$ cat src/rtl/shift_chain_ctrl_pkg.sv
// -----------------------------------------------------------------------------
// shift_chain_ctrl_pkg
// Shared types and default geometry for the serial shift-chain sequencer.
//   state_t          : controller FSM states
//   DEF_WIDTH        : default bits per transfer word
//   DEF_CHAIN_DEPTH  : default register stages in the attached chain
// -----------------------------------------------------------------------------
package shift_chain_ctrl_pkg;

    localparam int unsigned DEF_WIDTH       = 8;
    localparam int unsigned DEF_CHAIN_DEPTH = 4;

    typedef enum logic [1:0] {
        IDLE,
        CLEAR,
        SHIFT,
        RESP
    } state_t;

endpackage

$ cat src/rtl/shift_chain_ctrl_if.sv
// -----------------------------------------------------------------------------
// shift_chain_ctrl_if
// Parallel request/response bundle between a requester and the shift-chain
// sequencer.
//   req_valid / req_ready / req_data : request word handshake
//   rsp_valid / rsp_ready / rsp_data : response word handshake
//   rsp_err                          : response differs from the word sent
// Modports: master = requester side, slave = controller side.
// -----------------------------------------------------------------------------
interface shift_chain_ctrl_if
    import shift_chain_ctrl_pkg::*;
#(
    parameter int unsigned WIDTH = DEF_WIDTH
) ();

    logic             req_valid;
    logic             req_ready;
    logic [WIDTH-1:0] req_data;
    logic             rsp_valid;
    logic             rsp_ready;
    logic [WIDTH-1:0] rsp_data;
    logic             rsp_err;

    modport master (
        output req_valid, req_data, rsp_ready,
        input  req_ready, rsp_valid, rsp_data, rsp_err
    );

    modport slave (
        input  req_valid, req_data, rsp_ready,
        output req_ready, rsp_valid, rsp_data, rsp_err
    );

endinterface

$ cat src/rtl/shift_chain_ctrl.sv
// -----------------------------------------------------------------------------
// shift_chain_ctrl
// Sequences one transfer through a CHAIN_DEPTH-stage serial shift chain:
// accept a word, clear the chain for one cycle, shift the word in LSB-first,
// collect the bits that emerge CHAIN_DEPTH cycles later, and return them with
// a loopback-mismatch flag.
// Ports:
//   clock      : single clock, rising edge
//   reset      : asynchronous, active-low
//   bus        : request/response handshake (slave side)
//   chain_clr  : synchronous active-high clear to the chain (registered)
//   chain_in   : serial bit into the chain (registered)
//   chain_out  : serial bit from the chain's last stage
//   busy       : high whenever the controller is not IDLE
// -----------------------------------------------------------------------------
module shift_chain_ctrl
    import shift_chain_ctrl_pkg::*;
#(
    parameter int unsigned WIDTH       = DEF_WIDTH,
    parameter int unsigned CHAIN_DEPTH = DEF_CHAIN_DEPTH
) (
    input  logic              clock,
    input  logic              reset,
    shift_chain_ctrl_if.slave bus,
    output logic              chain_clr,
    output logic              chain_in,
    input  logic              chain_out,
    output logic              busy
);

    localparam int unsigned      CNT_W    = $clog2(WIDTH + CHAIN_DEPTH + 1);
    localparam logic [CNT_W-1:0] CNT_LAST = CNT_W'(WIDTH + CHAIN_DEPTH - 1);
    localparam logic [CNT_W-1:0] CNT_CAP  = CNT_W'(CHAIN_DEPTH);

    state_t           state;
    state_t           state_next;
    logic [CNT_W-1:0] cnt;
    logic [WIDTH-1:0] tx_shreg;
    logic [WIDTH-1:0] tx_copy;
    logic [WIDTH-1:0] rx_shreg;

    // State register.
    // NOTE: sequential state uses non-blocking (<=) so every flop samples
    // pre-edge values regardless of process evaluation order.
    always_ff @(posedge clock or negedge reset) begin
        if (!reset) begin
            state <= IDLE;
        end else begin
            state <= state_next;
        end
    end

    // Next-state logic.
    always_comb begin
        // NOTE: default assignment first so no path leaves state_next
        // unassigned, which would infer a latch.
        state_next = state;
        case (state)
            IDLE:    if (bus.req_valid)     state_next = CLEAR;
            CLEAR:                          state_next = SHIFT;
            SHIFT:   if (cnt == CNT_LAST)   state_next = RESP;
            RESP:    if (bus.rsp_ready)     state_next = IDLE;
            default:                        state_next = IDLE;
        endcase
    end

    // Datapath and registered chain controls. chain_clr resets high so the
    // chain is held clear through reset and released on the first edge after.
    always_ff @(posedge clock or negedge reset) begin
        if (!reset) begin
            cnt       <= '0;
            tx_shreg  <= '0;
            tx_copy   <= '0;
            rx_shreg  <= '0;
            chain_clr <= 1'b1;
            chain_in  <= 1'b0;
        end else begin
            chain_clr <= (state_next == CLEAR);
            chain_in  <= 1'b0;
            case (state)
                IDLE: begin
                    if (bus.req_valid) begin
                        tx_shreg <= bus.req_data;
                        tx_copy  <= bus.req_data;
                    end
                end
                CLEAR: begin
                    // Pre-load bit 0 so it is on chain_in during cnt = 0.
                    cnt      <= '0;
                    chain_in <= tx_shreg[0];
                    tx_shreg <= tx_shreg >> 1;
                end
                SHIFT: begin
                    cnt      <= cnt + CNT_W'(1);
                    // tx_shreg is zero-filled, so once all WIDTH bits have
                    // gone out chain_in naturally drives 0 for the tail.
                    if (state_next == SHIFT) begin
                        chain_in <= tx_shreg[0];
                    end
                    tx_shreg <= tx_shreg >> 1;
                    // Bit sent at cnt = k emerges at cnt = k + CHAIN_DEPTH;
                    // earlier cycles only see cleared chain content.
                    if (cnt >= CNT_CAP) begin
                        rx_shreg <= (rx_shreg >> 1) | (WIDTH'(chain_out) << (WIDTH - 1));
                    end
                end
                default: ;
            endcase
        end
    end

    // Output decode.
    always_comb begin
        bus.req_ready = 1'b0;
        bus.rsp_valid = 1'b0;
        bus.rsp_data  = '0;
        bus.rsp_err   = 1'b0;
        busy          = 1'b1;
        case (state)
            IDLE: begin
                bus.req_ready = 1'b1;
                busy          = 1'b0;
            end
            RESP: begin
                bus.rsp_valid = 1'b1;
                bus.rsp_data  = rx_shreg;
                bus.rsp_err   = (rx_shreg != tx_copy);
            end
            default: ;
        endcase
    end

endmodule

$ cat src/flat_wrapper.sv
// flat-port wrapper written by rule: the top's interface ports become plain ports
module shift_chain_ctrl_flat import shift_chain_ctrl_pkg::*;
#(
    parameter int unsigned WIDTH       = DEF_WIDTH,
    parameter int unsigned CHAIN_DEPTH = DEF_CHAIN_DEPTH
)
  (clock, reset, chain_clr, chain_in, chain_out, busy, bus_req_valid, bus_req_data, bus_rsp_ready, bus_req_ready, bus_rsp_valid, bus_rsp_data, bus_rsp_err);
  shift_chain_ctrl_if #(.WIDTH(WIDTH)) bus_i ();
  input  logic clock;
  input  logic reset;
  output logic chain_clr;
  output logic chain_in;
  input  logic chain_out;
  output logic busy;
  input wire logic [$bits(bus_i.req_valid)-1:0] bus_req_valid;
  input wire logic [$bits(bus_i.req_data)-1:0] bus_req_data;
  input wire logic [$bits(bus_i.rsp_ready)-1:0] bus_rsp_ready;
  output wire logic [$bits(bus_i.req_ready)-1:0] bus_req_ready;
  output wire logic [$bits(bus_i.rsp_valid)-1:0] bus_rsp_valid;
  output wire logic [$bits(bus_i.rsp_data)-1:0] bus_rsp_data;
  output wire logic [$bits(bus_i.rsp_err)-1:0] bus_rsp_err;
  assign bus_i.req_valid = bus_req_valid;
  assign bus_i.req_data = bus_req_data;
  assign bus_i.rsp_ready = bus_rsp_ready;
  assign bus_req_ready = bus_i.req_ready;
  assign bus_rsp_valid = bus_i.rsp_valid;
  assign bus_rsp_data = bus_i.rsp_data;
  assign bus_rsp_err = bus_i.rsp_err;
  shift_chain_ctrl #(.WIDTH(WIDTH), .CHAIN_DEPTH(CHAIN_DEPTH)) u_core (.clock(clock), .reset(reset), .bus(bus_i), .chain_clr(chain_clr), .chain_in(chain_in), .chain_out(chain_out), .busy(busy));
endmodule
$ cat config.mk
export PLATFORM = sky130hd
export DESIGN_NAME = shift_chain_ctrl_flat
export DESIGN_NICKNAME = d
export VERILOG_FILES = /design/src/rtl/shift_chain_ctrl_pkg.sv /design/src/rtl/shift_chain_ctrl_if.sv /design/src/rtl/shift_chain_ctrl.sv /design/src/flat_wrapper.sv
export SDC_FILE = /design/constraint.sdc
export NUM_CORES = 1
export LEC_CHECK = 0
export CAP_MARGIN = 25
export CORE_ASPECT_RATIO = 0.7
export CORE_UTILIZATION = 55
export DETAILED_ROUTE_END_ITERATION = 12
export PLACE_DENSITY = 0.91
export SETUP_SLACK_MARGIN = 0.4
export SYNTH_ARGS = -nofsm -noshare
export SYNTH_HDL_FRONTEND = slang
export SYNTH_SLANG_ARGS = --single-unit
$ cat constraint.sdc
create_clock -name clock -period 4.35 [get_ports clock]
set_clock_uncertainty 0.05 [all_clocks]
set_input_delay 0.6525 -clock clock [delete_from_list [all_inputs] [get_ports clock]]
set_output_delay 0.6525 -clock clock [all_outputs]
set_load 0.01 [all_outputs]
After elaboration in Yosys (flattened, before gate mapping)
Index checks and enable logic that the tools add are counted.
W data, S select, Z words.
Operators by class
  add/subtract/negate cells: 1
  magnitude comparators: 1
  equality and inequality tests: 8
  muxes and demuxes: 14
  bitwise gates (word level): 1
  reductions and logical operators: 7
Operators with widths (number)
  $mux W8: 2
  $pmux W8 S2: 1
  $ne A8 B8 Y1: 1
  $or A7 B8 Y8: 1
  $pmux W2 S4: 1
  $pmux W4 S2: 1
  $eq A2 B2 Y1 const B: 3
  $mux W2: 3
  $reduce_and A2 Y1: 3
  $mux W1: 5
  $add A4 B1 Y4 const B: 1
  $eq A2 B1 Y1 const B: 2
  $eq A4 B4 Y1 const B: 1
  $ge A4 B3 Y1 const B: 1
  $reduce_bool A2 Y1: 2
  $logic_not A2 Y1: 1
  $ne A2 B2 Y1 const B: 1
  $pmux W1 S2: 1
  $reduce_or A2 Y1: 1
Word-level totals
  register bits after elaboration: 32
  logic and storage cells: 39

Longest topological paths before layout
  word-level depth: 6
  mapped depth: 7

Worst setup path before layout
OpenSTA, ideal clock, no wires.
  path type: register to output
  from: reg u_core.state[1]
  to: out bus_rsp_err
  arrival: 1.170 ns
  required time: 3.648 ns
  slack: 2.478 ns
  cell stages (with the launch flop): 4
  cells stage by stage: dfrtp_1 -> ha_1 -> clkbuf_1 -> a21boi_0
Between the ends
  word-level cells in the longest chain between the ends: 2
RTL lines
  start: declaration: RTL line shift_chain_ctrl.sv:35  | state_t state;
  start signal: assignment: RTL line shift_chain_ctrl.sv:49  | state <= state_next;
  $eq A2 B2 Y1: RTL line shift_chain_ctrl.sv:119  | case (state)
  $mux W1: RTL line shift_chain_ctrl.sv:119
  end: declaration: RTL line flat_wrapper.sv:21  | output wire logic [$bits(bus_i.rsp_err)-1:0] bus_rsp_err;
No other way between the ends.

Worst setup path in the final report
  from: reg u_core.state[0]
  to: out busy
Between the ends
  word-level cells in the longest chain between the ends: 2
RTL lines
  $logic_not A2 Y1: RTL line shift_chain_ctrl.sv:119
  $mux W1: RTL line shift_chain_ctrl.sv:119
  end: declaration: RTL line flat_wrapper.sv:14  | output logic busy;
No other way between the ends.

==> reports/summary.md <==
The run finished with clean final reports. The clock latency on the worst-skew pair is 0.29 ns, and the count of antenna diodes in the layout is 0. The die extent in x works out to 67.6 um. The largest family of logic cells by synthesized area is simple AND/OR/NAND/NOR gates. The run gives 0.929 nW as the static leakage. Adding up every negative setup slack in the final design gives 0 ns. The number of port buffers came out at 26. Setup repair after global routing left no endpoint under its margin. Startpoint type of the worst setup path: a flop. The largest net degree at the start of global routing was 33; the area inside the core boundary was 0.00282 mm2. Sequential elements use 48.4% of the synthesized area. By startpoint and endpoint, the worst setup path is classified as flop to primary output. The startpoint identified for the worst hold timing path is u_core.tx_copy[3]. The mean area per synthesized cell was 10.8 um2.

The largest fanout of any net on the critical path came out at 22. Across every metal layer, demand over resource in global routing totals 22.6%. For the post-placement cell count, the log shows 208. The number of global-route vias before repair was 1100; the number of hold-repair buffers added at the cts stage was 0. Cells with a size suffix above 1 make up 12.2% of the layout.

The synthesized netlist devotes 3.78% of its cell area to adder and majority cells. The mapped netlist covers 0.00166 mm2. The tools report the maximum buffer depth of the clock tree as 2. For this block, the initial DRC count from the detailed router was 101. Detailed routing inserted a total of 1216 vias. For the maximum frequency from static timing analysis, the log shows 0.359 GHz.

Leaving out fill and tap cells, the most frequent cell in the layout is dfrtp_1. For this run, the leading register cell type out of synthesis is dfrtp_1. Clock-pin slew was measured on the worst setup and hold paths at 0.06 ns. The first detailed-routing pass ran for 4 iterations. The run gives 2.32 mm as the detailed placement HPWL. After detailed routing, the number of remaining DRC violations is 0. In this run the tightest slew margin relative to its limit is 56.5%. For the final estimated routing congestion in global placement, the log shows 0.808. From synthesis to final layout, the design area changed by 19.8%. The logs give 58.7% for the starting density of the core and 2.08 ns for the data arrival time at the worst-slack endpoint. Buffers added to address setup during post-CTS repair amount to 0.

The worst register-to-register path begins at u_core.state[0]. The floorplan die height is 47.9 um, and the number of max-slew violations in the final report is 0. After synthesis, the share of flip-flops with an asynchronous set or reset is 100%. The tools report the clock root buffer master as clkbuf_8. In this run the power density over the cells is 617 mW/mm2. Counting distinct cell types in the post-synthesis netlist gives 36. The post-synthesis mux area share was 7.33%; the average detailed-routed wire length per instance was 15.1 um. The smallest hold slack came out at 0.448 ns.

The post-synthesis xor/xnor area fraction is 4.23%. TritonCTS built the clock tree. The complex-gate fraction of the synthesized area came out at 12.0%. Buffers inserted during clock tree synthesis total 5. In this run the remaining antenna-violating nets after routing total 0.

After global routing the overflow that remains totals 0. In this run the worst hold path is classified as flop to flop. The worst setup path is captured at a primary output. Sorting the synthesized cells by area gives the leading types as dfrtp_1, mux2_2, a221o_1. The floorplan step defined a die boundary enclosing 0.00324 mm2. The clock net in this run drives a total of 32 sinks. The first global-routing pass estimated 5.03 mm of wire.

After synthesis, the largest area contributor takes up 46.8% of total cell area. The logs give 197 for the number of nets at the end of the flow and 0 for the synthesis warning total. The count of cells in the finished layout, fillers not included, comes to 216. The tools report the first element of the critical path as u_core.state[0]. The count of mapped cells out of synthesis was 154; the boundary pin count was 27.

In the finished design, the share of the clock period the worst path needs comes to 64.0%. The number of storage elements in the synthesis netlist is 32, and the area fraction in and, or, nand and nor cells after synthesis is 19.0%. In the layout the commonest cells are dfrtp_1, clkdlybuf4s50_1, nand2_1.

Setup violations remaining at the end of the flow were counted as 0. The tools report the worst voltage drop across the vdd grid as 0.379 mV. The post-route minimum period is 2.78 ns. The dominant cell type by area after synthesis was dfrtp_1. STA puts the critical path data required time at 3.65 ns. The number of hold violations in the final report was 0; the H-tree depth was 2.

Across the run, the number of max-cap violations was 0. Using the TritonRoute via totals, the vias-per-cell ratio works out to 5.63. The number of antenna violations at the first check in global routing is 0. The net count after synthesis came out at 172. The synthesized design contains 0 enable-type register cells. The number of placement rows was 16. The slew at the pin closest to its max-slew limit was 0.653 ns. The final wirelength was 3.25 mm; the number of resized instances in the post-cts repair step was 0.
-- per-stage QoR --
| stage | util (%) | cell area (um2) | setup slack [ns] | power [mW] |
|---|---|---|---|---|
| 6_report | 70.3 | 1980 | 1.57 | 1.22 |
| 5_1_grt | 70.3 | 1980 | 1.45 | 1.31 |
| 4_1_cts | 70.3 | 1980 | 1.59 | 1.23 |
| 3_5_place_dp | 67.5 | 1900 | 1.90 | 1.01 |
| 3_3_place_gp | 67.5 | 1900 | 1.97 | 0.979 |
| 2_1_floorplan | - | 1660 | 2.48 | 0.890 |
-- flip-flops by register name (all words and copies together), names as in the netlist --
signal and count:
u_core.chain_clr 1, u_core.chain_in 1, u_core.cnt 4, u_core.rx_shreg 8
u_core.state 2, u_core.tx_copy 8, u_core.tx_shreg 8
-- per-layer routing --
layer	GRT usage [%]	vias up	share of wire, %
met4	12.8	0	1.9
met3	7.14	7	5.7
met2	33.3	33	45
met1	29.8	591	47
li1	-	585	-
met5	0	-	0
-- worst paths after layout --
path / to / slack, ns / cells after the start
max in group asynchronous: u_core.chain_clr / 3.21 / 2
setup reg to reg: u_core.tx_shreg[6] / 2.25 / 5
hold / removal: u_core.tx_copy[3] / 0.45 / 2
setup / recovery: busy / 1.57 / 4
min in group asynchronous: u_core.tx_copy[1] / 0.70 / 2
hold reg to reg: u_core.tx_copy[3] / 0.45 / 2
-- cells by family after synthesis --
logic type | after synthesis
AO/OA/AOI/OAI | 27
XOR/XNOR | 8
adder cells (fa/ha/maj) | 5
buffers and inverters | 15
flip-flops | 32
multiplexers | 11
AND/OR/NAND/NOR | 56
-- cells in the mapped netlist, types with 2 or more instances --
| cell | n |
|---|---|
| dfrtp_1 | 31 |
| nand2_1 | 15 |
| buf_6 | 3 |
| mux2i_1 | 2 |
| a221o_1 | 7 |
| nand2b_1 | 10 |
| buf_2 | 4 |
| inv_1 | 6 |
| nor4_1 | 2 |
| xor2_1 | 8 |
| and2_1 | 8 |
| nand3_1 | 11 |
| nor2b_4 | 2 |
| nor2b_1 | 2 |
| a21oi_1 | 7 |
| o21ai_0 | 4 |
| mux2_2 | 9 |
| ha_1 | 5 |
-- where the power goes --
group          leakage (nW)  switching, mW  internal, mW  total, mW
registers             0.416         0.0768         0.397      0.473
clock network        0.0395          0.104         0.113      0.217
logic                 0.474          0.280         0.253      0.533
total                 0.929          0.460         0.763       1.22
-- final cells by class --
| type | count | area (um2) |
|---|---|---|
| fillers | 192 | 838 |
| repair buffers | 27 | 268 |
| multi-input cells | 107 | 767 |
| flip-flops and latches | 32 | 802 |
| inverters | 6 | 22.5 |
| clock buffers | 8 | 80.1 |
| well taps | 36 | 45.0 |
-- critical path: stages (launching register included) --
cell and delay (ns):
dfrtp_1 0.40, inv_1 0.12, ha_1 0.59, inv_1 0.16, clkdlybuf4s50_1 0.52
Note: power is estimated with default switching activity, not from simulation.
